[src/rtl/enc_defines.sv]
// Shared definitions for the CAVLC run-before path: drain states, bank depth, widths.
// Latency: none (types, constants and pure functions only).
// Backpressure: not applicable.
package enc_defines;

  localparam int BANKDEPTH = 16;
  localparam int RUNW      = 4;
  localparam int ZLW       = 4;
  localparam int CNTW      = 5;
  localparam int TZW       = 5;

  typedef enum logic [1:0] {
    D_IDLE = 2'd0,
    D_RUN  = 2'd1,
    D_DONE = 2'd2
  } drain_st_t;

  typedef enum logic {
    FILL_IDLE = 1'b0,
    FILL_ACT  = 1'b1
  } fill_st_t;

  // A run longer than the zeros still available is an upstream error: clamp to 0.
  function automatic logic [ZLW-1:0] zl_after(input logic [ZLW-1:0] zl,
                                              input logic [RUNW-1:0] run);
    return (run > zl) ? '0 : zl - run;
  endfunction

  function automatic logic [ZLW-1:0] zl_init(input logic [TZW-1:0] tz);
    return (tz > 5'd15) ? '1 : tz[ZLW-1:0];
  endfunction

  // The last coefficient never carries a run_before, and nothing is coded once zl hits 0.
  function automatic logic sym_due(input logic [CNTW-1:0] idx,
                                   input logic [CNTW-1:0] cnt,
                                   input logic [ZLW-1:0]  zl);
    return (({1'b0, idx} + 6'd1) < {1'b0, cnt}) && (zl != '0);
  endfunction

endpackage

[src/rtl/cavlc_run_bank_flag.sv]
// Per-bank holding register: full flag, coefficient count and total_zeros of the stored block.
// Latency: set/clr take effect on the next clk edge.
// Backpressure: none; set has priority over clr.
module cavlc_run_bank_flag
  import enc_defines::*;
(
  input  logic            clk,
  input  logic            rst_n,
  input  logic            set,
  input  logic            clr,
  input  logic [CNTW-1:0] set_count,
  input  logic [TZW-1:0]  set_tz,
  output logic            full,
  output logic [CNTW-1:0] count,
  output logic [TZW-1:0]  tz
);

  always_ff @(posedge clk or negedge rst_n) begin
    if (!rst_n) begin
      full  <= 1'b0;
      count <= '0;
      tz    <= '0;
    end else if (set) begin
      full  <= 1'b1;
      count <= set_count;
      tz    <= set_tz;
    end else if (clr) begin
      full  <= 1'b0;
    end
  end

endmodule

[src/rtl/cavlc_run_ctrl.sv]
// Run-before buffer sequencer: fills two 16-entry banks, drains (run, zeros_left) pairs; CAVLC_RUN_PINGPONG_EN overlaps fill and drain.
// Latency: first rb_valid 2 cycles after block latch, then one symbol per cycle; blk_done 1 cycle after the last handshake.
// Backpressure: run_ready low while the write bank is full; rb_ready low holds rb_run/rb_zeros_left stable.
module cavlc_run_ctrl #(
  parameter int ADDRWIDTH = 5,
  parameter int DATAWIDTH = 4,
  parameter int BANKDEPTH = 16
) (
  input  logic                 clk,
  input  logic                 rst_n,
  input  logic                 run_valid,
  output logic                 run_ready,
  input  logic [DATAWIDTH-1:0] run_data,
  input  logic                 run_last,
  input  logic [4:0]           blk_total_zeros,
  output logic [ADDRWIDTH-1:0] buf_waddr,
  output logic [DATAWIDTH-1:0] buf_wdata,
  output logic                 buf_we,
  output logic [ADDRWIDTH-1:0] buf_raddr,
  output logic                 buf_re,
  input  logic [DATAWIDTH-1:0] buf_rdata,
  output logic                 rb_valid,
  input  logic                 rb_ready,
  output logic [DATAWIDTH-1:0] rb_run,
  output logic [3:0]           rb_zeros_left,
  output logic                 blk_done,
  output logic                 err_ovf
);

  import enc_defines::*;

  localparam int IW = ADDRWIDTH - 1;
  localparam logic [IW-1:0] LAST_IDX = IW'(BANKDEPTH - 1);
`ifdef CAVLC_RUN_PINGPONG_EN
  localparam logic PINGPONG = 1'b1;
`else
  localparam logic PINGPONG = 1'b0;
`endif

  fill_st_t        fill_st;
  logic            wbank;
  logic [IW-1:0]   wcnt;
  logic [IW-1:0]   widx;
  logic            push;
  logic            blk_latch;

  logic [1:0]      bank_full;
  logic [1:0]      bank_set;
  logic [1:0]      bank_clr;
  logic [CNTW-1:0] bank_cnt [2];
  logic [TZW-1:0]  bank_tz  [2];
  logic [CNTW-1:0] latch_cnt;

  drain_st_t       dstate;
  logic            rbank;
  logic [IW-1:0]   rp;
  logic [CNTW-1:0] idx;
  logic [CNTW-1:0] idx_nx;
  logic [CNTW-1:0] dcnt;
  logic [ZLW-1:0]  zl;
  logic [ZLW-1:0]  zl_nx;
  logic            hs;

  // ---------------- fill side ----------------
  assign run_ready = !bank_full[wbank];
  assign push      = run_valid && run_ready;
  assign blk_latch = push && (run_last || (wcnt == LAST_IDX));
  assign err_ovf   = push && !run_last && (wcnt == LAST_IDX);
  assign latch_cnt = {1'b0, wcnt} + 5'd1;

  always_comb begin
    widx = '0;
    if (fill_st == FILL_ACT) widx = wcnt;
  end

  assign buf_we    = push;
  assign buf_waddr = {wbank, widx};
  assign buf_wdata = push ? run_data : '0;

  always_ff @(posedge clk or negedge rst_n) begin
    if (!rst_n) begin
      fill_st <= FILL_IDLE;
      wcnt    <= '0;
      wbank   <= 1'b0;
    end else if (push) begin
      if (blk_latch) begin
        fill_st <= FILL_IDLE;
        wcnt    <= '0;
        wbank   <= PINGPONG ? ~wbank : 1'b0;
      end else begin
        fill_st <= FILL_ACT;
        wcnt    <= wcnt + 1'b1;
      end
    end
  end

  // Set comes from the fill side, clear from the drain side; both may fire in one cycle on different banks.
  assign bank_set[0] = blk_latch && (wbank == 1'b0);
  assign bank_set[1] = blk_latch && (wbank == 1'b1);
  assign bank_clr[0] = (dstate == D_DONE) && (rbank == 1'b0);
  assign bank_clr[1] = (dstate == D_DONE) && (rbank == 1'b1);

  cavlc_run_bank_flag u_bank0 (
    .clk       (clk),
    .rst_n     (rst_n),
    .set       (bank_set[0]),
    .clr       (bank_clr[0]),
    .set_count (latch_cnt),
    .set_tz    (blk_total_zeros),
    .full      (bank_full[0]),
    .count     (bank_cnt[0]),
    .tz        (bank_tz[0])
  );

  cavlc_run_bank_flag u_bank1 (
    .clk       (clk),
    .rst_n     (rst_n),
    .set       (bank_set[1]),
    .clr       (bank_clr[1]),
    .set_count (latch_cnt),
    .set_tz    (blk_total_zeros),
    .full      (bank_full[1]),
    .count     (bank_cnt[1]),
    .tz        (bank_tz[1])
  );

  // ---------------- drain side ----------------
  assign hs     = rb_valid && rb_ready;
  assign idx_nx = idx + 1'b1;
  assign zl_nx  = zl_after(zl, buf_rdata);

  // Look one entry ahead on a handshake so the registered RAM keeps up at one symbol per cycle.
  assign buf_raddr = {rbank, hs ? rp + 1'b1 : rp};
  assign buf_re    = (dstate == D_RUN);
  assign rb_run    = rb_valid ? buf_rdata : '0;

  always_ff @(posedge clk or negedge rst_n) begin
    if (!rst_n) begin
      dstate        <= D_IDLE;
      rbank         <= 1'b0;
      rp            <= '0;
      idx           <= '0;
      dcnt          <= '0;
      zl            <= '0;
      rb_valid      <= 1'b0;
      rb_zeros_left <= '0;
      blk_done      <= 1'b0;
    end else begin
      blk_done <= 1'b0;
      case (dstate)
        D_IDLE: begin
          if (bank_full[rbank]) begin
            dstate <= D_RUN;
            rp     <= '0;
            idx    <= '0;
            dcnt   <= bank_cnt[rbank];
            zl     <= zl_init(bank_tz[rbank]);
          end
        end
        D_RUN: begin
          if (!rb_valid) begin
            if (sym_due(idx, dcnt, zl)) begin
              rb_valid      <= 1'b1;
              rb_zeros_left <= zl;
            end else begin
              dstate   <= D_DONE;
              blk_done <= 1'b1;
            end
          end else if (rb_ready) begin
            rp  <= rp + 1'b1;
            idx <= idx_nx;
            zl  <= zl_nx;
            if (sym_due(idx_nx, dcnt, zl_nx)) begin
              rb_zeros_left <= zl_nx;
            end else begin
              rb_valid      <= 1'b0;
              rb_zeros_left <= '0;
              dstate        <= D_DONE;
              blk_done      <= 1'b1;
            end
          end
        end
        D_DONE: begin
          dstate <= D_IDLE;
          rbank  <= PINGPONG ? ~rbank : 1'b0;
        end
        default: dstate <= D_IDLE;
      endcase
    end
  end

endmodule
[config.mk]
export PLATFORM = sky130hd
export DESIGN_NAME = cavlc_run_ctrl
export DESIGN_NICKNAME = d
export VERILOG_FILES = /design/src/rtl/enc_defines.sv /design/src/rtl/cavlc_run_bank_flag.sv /design/src/rtl/cavlc_run_ctrl.sv
export SDC_FILE = /design/constraint.sdc
export NUM_CORES = 1
export LEC_CHECK = 0
export CAP_MARGIN = 25
export CORE_ASPECT_RATIO = 1.25
export CORE_MARGIN = 4
export CORE_UTILIZATION = 50
export CTS_BUF_LIST = sky130_fd_sc_hd__clkbuf_8
export DETAILED_ROUTE_END_ITERATION = 8
export PLACE_DENSITY = 0.79
export REMOVE_ABC_BUFFERS = 1
export SYNTH_ARGS = -nofsm -noshare
export SYNTH_HDL_FRONTEND = slang
export SYNTH_SLANG_ARGS = --single-unit
[constraint.sdc]
create_clock -name clk -period 2.3 [get_ports clk]
set_input_delay 0.46 -clock clk [delete_from_list [all_inputs] [get_ports clk]]
set_output_delay 0.46 -clock clk [all_outputs]
set_load 0.03 [all_outputs]
==> summary.md, run 1 <==
| Metric | Value |
|---|---|
| EDFF count, synth | 0 |
| Status | finished, violations left |
| WL final | 6.35 mm |
| CP Max Fanout | 4 |
| Critical path required time | about 2500 ps |
| Slew Viols, Final | 0 |
| Largest net degree at the start of global routing | 29 |
| VDD IR max | roughly 0.0012 V |
| Post-DRT Antenna Nets | 0 |
| Largest family of logic cells by synthesized area | simple AND/OR/NAND/NOR gates |
| FFs w/ async S/R, synth | 100% |
| Via density | 5.49 |
| Max-Cap Viols | 0 |
| N_diodes | 0 |
| Final Core Density | between 70% and 80% |
| Detailed placer's ending HPWL | between 4 and 5 mm |
| Sequential fraction of the synthesis area | between 30% and 40% |
| Area Overhead vs Synth | 38.5% |
| Final Non-Filler Cells | around 430 |
| Vias in the first global route | ~2400 |
| Vias post-DR | around 2400 |
| Setup tns final | -241 ps |
| Multiplexer area fraction after synthesis | between 4 and 5% |
| Die Y | 89.3 um |
| CTS tree | yes |
| Clock slew at reported path FFs | 80 ps |
| Final Critical Period | between 2000 and 2500 ps |
| # setup viols final | 7 |
| Ports | 46 |
| Violated checks | negative setup slack |
| Drt drc | 0 |
| GRT overflow | 0 |
| Placed instance count | around 420 |
| Final Worst Setup Slack | -93.4 ps |
| Cell Rows | 29 |
| Router iterations before antenna repair | 4 |
| Core ar. | 0.00512 mm2 |
| Routability cong. | around 0.94 |
| Final Skew | 13.7 ps |
| Setup Crit Path Kind | flip-flop to flip-flop |
| H-tree depth | 2 |
| Skew-Pair Late Insertion Delay | about 290 ps |
| Flops & latches, synth | 42 |
| Post-layout net count | just over 400 |
| Lkg Pwr | ~1.7 nW |
| Endpoints failing hold | 0 |
| Netlist cell types | 60 |
| Number of fill cells in the layout | 374 |
| Post-Syn Area | ~0.0026 mm2 |
| Initial antenna violation count | 0 |
| RSZ-0062 raised after global routing | yes |
| Relative slew margins | a little under three fifths |
| Critical path startpoint category | flip-flop |
| Synth Flop Type | dfrtp_1 |
| Total global-route track usage | between 20% and 30% |
| Final worst path period share | 104% |
| Synthesized area per cell | between 9 and 10 um2 |
| F_max | between 400 and 500 MHz |
| Port buffer count | 43 |
| Detailed router's first-iteration violation count | 94 |
| WL per Instance | ~15 um |
| Synth Area in Compound Gates | about a fifth |
| Most frequent cells in the layout | 52 x buf_4, 40 x dfrtp_1, 33 x nand2_1 |
| First-pass GRT wire length | between 10 and 15 mm |
| CTS buffer count | 5 |
| Initial Util | between 50% and 60% |
| Root buf cell | clkbuf_8 |
| Synth Instances | approximately 290 |
| Ys Warns | 0 |
| Tightest Pin Transition | 653 ps |
| Adder-cell share of the synthesized area | under 10% |
| Commonest non-fill, non-tap cell in the layout | buf_4 |
| Die W | 73.1 um |
| CTS Sinks | 42 |
| Area of the die | about 0.0065 mm2 |
| Hold crit path type | input pin to async pin |
| XOR/XNOR share of the synthesized area | between 4 and 5% |
| CTS max path bufs | 2 |
| P per Cell Area | 1330 mW/mm2 |
| CP Capture Type | flip-flop |
| WP data arrival | around 2600 ps |
| Layout cells sized above 1 | a little over a quarter |
| Area share of and/or/nand/nor cells after synthesis | around 19% |
[report_power, final]
| part | internal [mW] | switching [mW] |
|---|---|---|
| clock | 0.238 | 0.241 |
| combinational | 1.49 | 1.64 |
| sequential | 1.02 | 0.231 |
| total | 2.75 | 2.11 |
[cell families (layout without fill, tap and decap cells)]
family / count (synthesis) / in the layout
simple gates: 101 / 101
compound gates: 70 / 70
flops: 42 / 42
buf+inv: 32 / 116
fa+ha+maj: 17 / 17
xor+xnor: 12 / 12
mux: 10 / 10
other cells: 1 / 2
[area by class of cell]
type	instances	area, um2	area share [%]
Clock buffer	6	82.6	2.25
Clock inverter	2	8.76	0.239
Inverter	19	71.3	1.95
Multi-Input combinational cell	212	1610	43.9
Sequential cell	42	1050	28.7
Tap cell	62	77.6	2.12
Timing Repair Buffer	89	763	20.8
[timing repair]
action | CTS | global route
endpoints found under the setup margin | 8 | 11
hold buffers | 0 | 0
gates resized for setup | 21 | 12
buffers inserted | 5 | 0
cloned | 0 | 0
pin swaps | 16 | 9
[final timing paths]
kind,start,cells after the start,to,slack [ps]
max in group asynchronous,rst_n,2,u_bank0.count[2],1540
min in group clk,u_bank0.count[1],2,dcnt[1],480
worst max-delay path,idx[0],9,dstate[1],-90
worst min-delay path,rst_n,1,idx[3],190
worst max register to register,idx[0],9,dstate[1],-90
worst min register to register,u_bank0.count[1],2,dcnt[1],480
[worst max-delay path, stage by stage (launching register included)]
cell	delay [ps]
dfrtp_1	440
inv_2	90
ha_4	200
buf_6	120
xor2_1	130
ha_1	330
a2111oi_4	390
o21a_2	210
a41oi_4	120
o211a_1	250
[synthesized netlist by cell type, types with 2 or more instances]
cell type,count,area share (%)
dfrtp_1,42,40
nand2_1,33,4.7
nor2_1,18,2.6
inv_1,17,2.4
o21ai_0,17,3.2
ha_1,16,7.6
and2_1,11,2.6
nand3_1,10,1.9
o21ai_1,10,1.9
o31ai_1,10,2.8
clkbuf_1,8,1.1
nor3_1,7,1.3
a21oi_1,6,1.1
mux2_1,6,2.6
xnor2_1,6,2.0
xor2_1,5,1.7
nor2b_1,4,0.95
a211oi_1,3,0.85
a31oi_1,3,0.71
buf_2,3,0.57
nor4_1,3,0.71
a31o_1,2,0.66
buf_4,2,0.57
mux2_2,2,0.85
nand2b_1,2,0.47
nor2_2,2,0.47
o211a_1,2,0.76
o211ai_1,2,0.57
or3_1,2,0.47
[metal layers]
metal  up-vias  track usage (%)  part of all wire, %
met5         -                0                    0
met4         0             6.54                  2.0
met3        12             3.04                  4.4
met2        55             37.3                   52
met1      1141             25.1                   42
li1       1165                -                    -
[registers in the layout, summed over array words and instances (netlist names), 4 cells and up]
register / flops
u_bank0.tz: 5
rb_zeros_left: 4
zl: 4
dcnt: 5
wcnt: 4
u_bank0.count: 5
rp: 4
idx: 5
[through the flow]
stage	area [um2]	power (mW)	worst slack [ps]	hold slack (ps)
floorplan	2590	2.99	-116	164
global placement	3380	4.04	-244	464
detailed placement	3380	4.13	-349	471
CTS	3600	4.81	-74.4	209
global route	3660	5.22	-193	230
finish	3660	4.86	-93.4	188
Power figures use the tool's default switching activity.
==> run 2, diff against run 1 <==
--- a/config.mk
+++ b/config.mk
@@ -11,7 +11,7 @@
 export CORE_UTILIZATION = 50
 export CTS_BUF_LIST = sky130_fd_sc_hd__clkbuf_8
 export DETAILED_ROUTE_END_ITERATION = 8
-export PLACE_DENSITY = 0.79
+export PLACE_DENSITY = 0.88
 export REMOVE_ABC_BUFFERS = 1
 export SYNTH_ARGS = -nofsm -noshare
 export SYNTH_HDL_FRONTEND = slang
==> run 2 against run 1 <==
Against the previous run: the flow still finishes with violations (negative setup slack); die area did not move; fmax fell by 1.3%; first-iteration DRC count rose by 45%; setup slack got worse by 32 ps; critical endpoint is now blk_done; clock power rose by 20%; utilization rose by 0.73 points.
==> summary.md, run 2 (synthesis gave the netlist of run 1 again) <==
| Metric | Value |
|---|---|
| Status | finished, violations left |
| Violated checks | negative setup slack |
| Post-DRT Antenna Nets | 0 |
| Post-CTS Hold Fix Bufs | 0 |
| CP Max Fanout | 4 |
| Hold crit path type | input pin to async pin |
| Top layer in use | met4 |
| Die W | about 73 um |
| Critical path required time | between 2000 and 2500 ps |
| N_diodes | 0 |
| Combinational share of power | a little under two thirds |
| Crit Reg-Reg Startpoint | idx[1] |
| Layout cells sized above 1 | 29.0% |
| Detailed router's first-iteration violation count | roughly 140 |
| Slew Viols, Final | 0 |
| Met3 WL | around 390 um |
| # setup viols final | 8 |
| Largest stage delay, worst path | about 460 ps |
| Post-layout net count | about 400 |
| Pre-CTS WS | -366 ps |
| WP data arrival | around 2600 ps |
| Area of the die | ~0.0065 mm2 |
| Critical path startpoint category | flip-flop |
| Die Y | around 89 um |
| Detailed placer's ending HPWL | ~4.9 mm |
| Setup tns final | -554 ps |
| Worst-path cell chain | ha_4, buf_6, nand3_4, xor2_2, inv_2, xnor2_2, ha_4, a41oi_2, o21a_2, a41oi_4, o211a_1 |
| Final Critical Period | 2420 ps |
| First-pass GRT wire length | between 10 and 15 mm |
| Ports | 46 |
| CTS Sinks | 42 |
| Core ar. | about 0.0051 mm2 |
| CP Capture Type | flip-flop |
| Relative slew margins | 67.0% |
| Crit path from | idx[1] |
| Flop pwr share | 25.1% |
| Commonest non-fill, non-tap cell in the layout | buf_4 |
| H-tree depth | 2 |
| Via density | around 5.7 |
| P_sw | roughly 2.2 mW |
| VDD IR max | ~0.0007 V |
| RSZ-0062 raised after global routing | yes |
| Met1 WL | between 2 and 3 mm |
| WL final | roughly 7.3 mm |
| DR WL met2 | approximately 3.9 mm |
| Skew-Pair Late Insertion Delay | about 300 ps |
| Clock slew at reported path FFs | about 80 ps |
| Largest net degree at the start of global routing | 21 |
| CTS tree | yes |
| Port buffer count | between 40 and 50 |
| Final worst path period share | 105% |
| Final Skew | 8.01 ps |
| Vias post-DR | between 2000 and 2500 |
| Cell Rows | 29 |
| Lkg Pwr | between 1.5 and 2 nW |
| Max-Cap Viols | 0 |
| Area Overhead vs Synth | 39.9% |
| P per Cell Area | around 1400 mW/mm2 |
| Setup Crit Path Kind | flip-flop to flip-flop |
| Crit-path slowest cell | dfrtp_2 |
| CTS max path bufs | 2 |
| Root buf cell | clkbuf_8 |
| Total global-route track usage | between 20% and 30% |
| Drt drc | 0 |
| Int Power | between 2 and 3 mW |
| Routability cong. | around 0.89 |
| Most frequent CP cell | ha_4 |
| F_max | approximately 410 MHz |
| Endpoints failing hold | 0 |
| Vias in the first global route | 2422 |
| WL per Instance | 17.0 um |
| Switching part of the total power | 44.3% |
| Initial antenna violation count | 0 |
| Initial Util | 51.7% |
| CTS buffer count | 5 |
| Tightest Pin Transition | approximately 490 ps |
| Most frequent cells in the layout | 46 x buf_4, 39 x dfrtp_1, 33 x nand2_1 |
| Clock power frac | a little under an eighth |
| Final Worst Setup Slack | -125 ps |
| Router iterations before antenna repair | 5 |
| GRT overflow | 0 |
-- run 2: metrics by stage --
stage	hold WS, ps	power [mW]	util [%]	area (um2)	instances
2_1_floorplan	164	2.99	-	2590	273
3_3_place_gp	335	3.94	65.2	3340	414
3_5_place_dp	340	4.06	65.2	3340	414
4_1_cts	14.2	4.86	69.8	3570	427
5_1_grt	17.8	5.38	72.4	3700	427
6_report	9.76	5.06	72.4	3700	427
-- run 2: power by group through the flow --
| stage | Clock [mW] | Sequential [mW] | Combinational (mW) |
|---|---|---|---|
| floorplan | 0 | 1.29 | 1.70 |
| global placement | 0 | 1.24 | 2.69 |
| detailed placement | 0 | 1.26 | 2.80 |
| CTS | 0.576 | 1.26 | 3.03 |
| global route | 0.615 | 1.30 | 3.46 |
| finish | 0.575 | 1.27 | 3.21 |
-- run 2: worst max-delay path, delay by kind of cell, from the launching register on --
kind | cells | cell delay (ps)
flip-flops | 1 | 460
buffers and inverters | 2 | 210
AO/OA/AOI/OAI | 4 | 850
AND/OR/NAND/NOR | 1 | 80
adder cells (fa/ha/maj) | 2 | 360
XOR/XNOR | 2 | 350
-- run 2: metal layers --
layer  global-route usage [%]  vias to the layer above
li1                         -                     1154
met1                     28.2                     1181
met2                     40.9                       97
met3                     4.50                       17
met4                     6.54                        0
met5                        0                        -
-- run 2: final timing paths --
check / slack, ps / endpoint / depth (start not counted)
worst max register to register: -120 / blk_done / 11
min in group clk: 490 / u_bank0.tz[3] / 1
worst max-delay path: -120 / blk_done / 11
worst min-delay path: 10 / dcnt[4] / 1
max in group asynchronous: 1760 / zl[1] / 2
worst min register to register: 490 / u_bank0.tz[3] / 1
-- run 2: final cells by class --
cell class,count,area (um2)
repair buffers,84,728
fillers,352,1410
flip-flops and latches,42,1050
inverters,19,71.3
multi-input cells,212,1660
clock buffers,5,68.8
well taps,62,77.6
clock inverters,3,37.5
-- run 2: repair_timing --
action	in CTS	in global routing
pin swaps	18	18
endpoints found under the setup margin	8	9
buffers inserted	5	0
resized for setup	20	27
